[src/rtl/dpll_phase_track.sv]
// Digital phase-tracking loop: a divide-by-DIV counter is nudged one count
// shorter or longer per period, driven by lead/lag votes from incoming edge
// pulses that are filtered through a random-walk counter. Also reports lock.
module dpll_phase_track #(
    parameter int DIV    = 50,
    parameter int K      = 4,
    parameter int LOCK_N = 8
) (
    input  logic clk_50K,
    input  logic rst_n,
    input  logic pulse,
    output logic rclk,
    output logic sync_tick,
    output logic lead,
    output logic lag,
    output logic locked
);

    localparam int CW = $clog2(DIV + 1);
    localparam int SW = $clog2(4 * DIV + 1);
    localparam int RW = $clog2(LOCK_N + 1);

    localparam logic [CW-1:0] C_DIV  = CW'(DIV);
    localparam logic [CW-1:0] C_DM1  = CW'(DIV - 1);
    localparam logic [CW-1:0] C_DM2  = CW'(DIV - 2);
    localparam logic [CW-1:0] C_HALF = CW'(DIV / 2);
    localparam logic [CW-1:0] C_ONE  = CW'(1);

    localparam logic [SW-1:0] S_MAX  = SW'(4 * DIV);
    localparam logic [SW-1:0] S_HIT  = SW'(4 * DIV - 1);
    localparam logic [SW-1:0] S_ONE  = SW'(1);

    localparam logic [RW-1:0] R_MAX  = RW'(LOCK_N);
    localparam logic [RW-1:0] R_ONE  = RW'(1);

    localparam logic signed [4:0] ACC_POS = 5'(K);
    localparam logic signed [4:0] ACC_NEG = 5'(-K);
    localparam logic signed [4:0] ACC_ONE = 5'sd1;

    logic [CW-1:0]     cnt;
    logic signed [4:0] acc;
    logic              pend_short;
    logic              pend_long;
    logic [RW-1:0]     run;
    logic [SW-1:0]     silence;

    logic              apply_short;
    logic              apply_long;
    logic              wrap;
    logic              vote_lead;
    logic              vote_lag;
    logic [CW-1:0]     err;
    logic              good_edge;
    logic signed [4:0] acc_step;
    logic              req_short;
    logic              req_long;
    logic              short_base;
    logic              long_base;
    logic signed [4:0] acc_next;
    logic              short_next;
    logic              long_next;

    // Divider terminal decode. A pending shorten that is already past DIV-2
    // falls through to the normal DIV-1 wrap and stays pending a period.
    always_comb begin
        apply_short = pend_short && (cnt == C_DM2);
        apply_long  = pend_long && (cnt == C_DIV);
        wrap        = apply_short || (cnt >= C_DIV) || ((cnt == C_DM1) && !pend_long);
    end

    // Phase detector on the pre-wrap count: early half votes lead, late half lag.
    always_comb begin
        vote_lead = 1'b0;
        vote_lag  = 1'b0;
        err       = '0;
        if (pulse && (cnt != '0) && (cnt != C_DIV)) begin
            if (cnt <= C_HALF) begin
                vote_lead = 1'b1;
                err       = cnt;
            end else begin
                vote_lag = 1'b1;
                err      = C_DIV - cnt;
            end
        end
        good_edge = (err <= C_ONE);
    end

    // Random-walk filter: the wrap that applies a correction clears its flag
    // first, then a new request sets, holds or cancels against what remains.
    always_comb begin
        acc_step   = vote_lag ? (acc + ACC_ONE) : (acc - ACC_ONE);
        req_short  = vote_lag && (acc_step == ACC_POS);
        req_long   = vote_lead && (acc_step == ACC_NEG);
        short_base = pend_short && !apply_short;
        long_base  = pend_long && !apply_long;
        acc_next   = acc;
        short_next = short_base;
        long_next  = long_base;
        if (req_short) begin
            acc_next = '0;
            if (long_base) long_next = 1'b0;
            else           short_next = 1'b1;
        end else if (req_long) begin
            acc_next = '0;
            if (short_base) short_next = 1'b0;
            else            long_next = 1'b1;
        end else if (vote_lead || vote_lag) begin
            acc_next = acc_step;
        end
    end

    // Divider counter and registered strobes / recovered clock.
    always_ff @(posedge clk_50K) begin
        if (!rst_n) begin
            cnt       <= '0;
            rclk      <= 1'b0;
            sync_tick <= 1'b0;
            lead      <= 1'b0;
            lag       <= 1'b0;
        end else begin
            cnt       <= wrap ? '0 : (cnt + C_ONE);
            rclk      <= (cnt >= C_HALF);
            sync_tick <= wrap;
            lead      <= vote_lead;
            lag       <= vote_lag;
        end
    end

    // Filter accumulator and pending correction flags.
    always_ff @(posedge clk_50K) begin
        if (!rst_n) begin
            acc        <= '0;
            pend_short <= 1'b0;
            pend_long  <= 1'b0;
        end else begin
            acc        <= acc_next;
            pend_short <= short_next;
            pend_long  <= long_next;
        end
    end

    // Lock detector: run of good edges, cleared by a bad edge or long silence.
    always_ff @(posedge clk_50K) begin
        if (!rst_n) begin
            run     <= '0;
            silence <= '0;
        end else if (pulse) begin
            silence <= '0;
            if (good_edge) begin
                if (run != R_MAX) run <= run + R_ONE;
            end else begin
                run <= '0;
            end
        end else begin
            if (silence != S_MAX) silence <= silence + S_ONE;
            if (silence >= S_HIT) run <= '0;
        end
    end

    assign locked = (run == R_MAX);

endmodule

[config.mk]
export PLATFORM = sky130hd
export DESIGN_NAME = dpll_phase_track
export DESIGN_NICKNAME = d
export VERILOG_FILES = /design/src/rtl/dpll_phase_track.sv
export SDC_FILE = /design/constraint.sdc
export NUM_CORES = 1
export LEC_CHECK = 0
export CORE_MARGIN = 1.5
export CORE_UTILIZATION = 59
export DETAILED_ROUTE_END_ITERATION = 10
export PLACE_DENSITY = 0.78
export SLEW_MARGIN = 20
export SYNTH_ARGS = -nofsm -noshare
export SYNTH_HDL_FRONTEND = slang
export SYNTH_SLANG_ARGS = --single-unit
[constraint.sdc]
create_clock -name clk_50K -period 3.82 [get_ports clk_50K]
set_input_delay 0.382 -clock clk_50K [delete_from_list [all_inputs] [get_ports clk_50K]]
set_output_delay 0.382 -clock clk_50K [all_outputs]
set_load 0.1 [all_outputs]
==> metrics.txt <==
cells after synthesis ~180; layer with the highest usage met2; Distinct cells, synth 51; critical path fanouts, max 11; share of the synthesized area in the top cell type 0.349; total congestion overflow after global routing 0; pin count of the biggest net entering global routing 12; share of the yosys chip area belonging to registers 0.349; Core Area between 0.002 and 0.003 mm2; vias after detailed routing approximately 1.3k; unrepaired setup endpoints after global routing no; cell count after placement 215; routed wire length 3010 um; die height 56.1 um; average via count per standard cell roughly 5.8; Hold Crit Class flop to flop; Area Overhead vs Synth 7.45%; Post-Syn Area 0.00166 mm2; initial antenna violation count 0; routed wirelength normalized by instance count 13.6 um; total of warnings raised by yosys 0; count of non-filler cells in the finished layout 222; antenna diode instance count 0; outcome completed; width of the die 56.1 um; Power Total 668 uW; remaining antenna violation count 0; critical path type flop to flop; initial drt markers 27; worst path required time 4.10 ns; hold bufs inserted after CTS 0; final setup violation count 0; number of global-route vias before repair 1,294; final total negative setup slack 0 ns; post-cts sizing count 0; static leakage power between 0.0006 and 0.0007 uW; power density normalized to cell area 374 mW/mm2; max incr delay on CP 0.45 ns; sequential standard cell area between 500 and 600 um2; post-layout instance area between 0.0015 and 0.002 mm2; Buffers on Ports 7; clock tree skew after final layout 0.00793 ns; worst path cell trace inv_1 > ha_1 > nor3b_2 > o21ai_4 > nand2_2 > or2_2 > fa_1 > a21o_1 > a21oi_2 > xnor2_1 > or3_4 > nor4_2 > o21a_1; CP startpoint kind flop; mean instance size in the synthesized netlist between 9 and 10 um2; total of max-cap violations 0; Area contributors post-synth dfxtp_1 35%, ha_1 9.0%, xor2_1 5.3%; flop and latch count out of synthesis 29; cell at the root of the clock tree clkbuf_4; Hold Fails Final Rpt 0; cell type of the slowest stage on the worst timing path dfxtp_1; clock latency reported for the late side of the worst-skew pair 0.32 ns; worst endpoint data arrival time roughly 3.8 ns; weighted congestion reported at the end of routability-driven placement 0.889; die area 0.00314 mm2; top cell family by delay on the critical path simple AND/OR/NAND/NOR gates; number of buffers created by CTS 5; Initial Utilization 0.613; total track usage 0.223; final-layout worst hold slack 0.476 ns; clock sink count 29; area occupied by multi-input gates ~0.001 mm2; element type at the critical path end flop; fill cell total of the finished layout approximately 220; IO Count 8; total number of nets in the final design 207; post-CTS setup buffer count 0; share of layout cells above drive strength 1 0.110; first-pass GRT wire length around 5500 um; most area-hungry cell type in the Yosys netlist dfxtp_1; async set or reset register ratio after synthesis 0; H-tree depth 2; max-slew violation total from the final report 0; GR Util met2 0.390; GR Util met3 0.0535; clock tree from TritonCTS yes; detailed placement HPWL 2300 um; actual transition at the worst max-transition pin slightly below 1 ns; post-layout minimum cycle time between 3 and 4 ns; row count 19; portion of the clock cycle consumed by the worst path in the final layout 0.924; f_max 0.283 GHz; buffer levels on the longest clock path 2; number of enable-type register cells in the synthesized netlist 0; iteration count of the initial detailed-routing pass 4; max-slew headroom at the worst pin 0.354; register clock-pin slew on the reported worst setup and hold paths roughly 0.090 ns; worst voltage drop across the vdd grid 0.309 mV; Critical path buffers and inverters 1; total cell area at the placement stage between 0.0015 and 0.002 mm2; most common flop cell mapped by yosys dfxtp_1; DRC Markers 0; met1 layer usage reported by global route 0.256; synthesized net count 199
[layout by cell type (no fill, tap or decap), types with 2 or more instances in the layout]
master	netlist	layout
nand2b_1	2	2
a21o_1	2	2
xnor2_1	9	9
nand4_1	4	4
nor3_1	6	6
nand2_1	11	11
dfxtp_1	29	29
ha_1	12	12
o22ai_1	2	2
clkdlybuf4s50_1	0	7
inv_1	8	8
nor2_1	21	21
o21a_1	2	2
clkbuf_4	0	5
a21oi_1	8	8
xor2_1	10	10
and3_1	3	3
o31ai_1	2	2
nand3_1	11	11
a31oi_1	4	4
mux2i_1	2	2
[worst register-to-register path, cell delays in order (launching register included)]
cell and delay [ns]:
dfxtp_1 0.45, inv_1 0.11, ha_1 0.28, nor3b_2 0.20, o21ai_4 0.20, nand2_2 0.20, or2_2 0.40, fa_1 0.42
a21o_1 0.19, a21oi_2 0.14, xnor2_1 0.12, or3_4 0.37, nor4_2 0.27, o21a_1 0.16
[flip-flops by register name (all words and copies together) (netlist names)]
name,flops
acc,5
cnt,6
lag,1
lead,1
pend_long,1
pend_short,1
rclk,1
run,4
silence,8
sync_tick,1
[power by group]
group          internal, uW  total [uW]  switching [uW]
Sequential              317         332            15.2
Combinational          62.3         150            88.1
Clock                  86.7         186            99.5
[per-layer routing]
layer  vias to the layer above  wire (um)
li1                        654          -
met1                       600       1300
met2                        29       1530
met3                         4        151
met4                         0         29
met5                         -          0
[stage by stage]
step	setup slack, ns	utilization
final	0.290	0.659
after global routing	0.0301	0.659
after floorplan	0.599	-
after CTS	0.285	0.659
after global placement	0.475	0.639
after detailed placement	0.320	0.639
[synth_stat cells, types with 2 or more instances]
| cell | n |
|---|---|
| nand2_1 | 11 |
| buf_2 | 2 |
| nand2b_1 | 2 |
| nand4_1 | 4 |
| dfxtp_1 | 29 |
| xnor2_1 | 9 |
| a21o_1 | 2 |
| nor3_1 | 6 |
| nor2_1 | 21 |
| xor2_1 | 10 |
| o21a_1 | 2 |
| buf_4 | 3 |
| mux2i_1 | 2 |
| o31ai_1 | 2 |
| o22ai_1 | 2 |
| a21oi_1 | 8 |
| ha_1 | 12 |
| a31oi_1 | 4 |
| nand3_1 | 11 |
| inv_1 | 8 |
| and3_1 | 3 |
[cell families after synthesis]
kind of cell	Yosys count	share of synthesized area
simple gates	73	0.233
xor+xnor	19	0.100
compound gates	32	0.157
flops	29	0.349
fa+ha+maj	13	0.102
buf+inv	15	0.0467
mux	2	0.0120
[cell type report]
| type | instances | area share |
|---|---|---|
| sequential | 29 | 0.325 |
| multi-input combinational | 139 | 0.562 |
| tap | 31 | 0.0217 |
| clock buffer | 7 | 0.0308 |
| timing repair buffer | 8 | 0.0434 |
| inverter | 8 | 0.0168 |
[worst paths after layout]
check	startpoint	to	slack [ns]	cells past startpoint
max	cnt[0]$_SDFF_PP0_	pend_short$_SDFF_PN0_	0.29	13
max reg2reg	cnt[0]$_SDFF_PP0_	pend_short$_SDFF_PN0_	0.29	13
min	acc[2]$_SDFFE_PP0P_	acc[2]$_SDFFE_PP0P_	0.48	2
min reg2reg	acc[2]$_SDFFE_PP0P_	acc[2]$_SDFFE_PP0P_	0.48	2
Power figures use the tool's default switching activity.
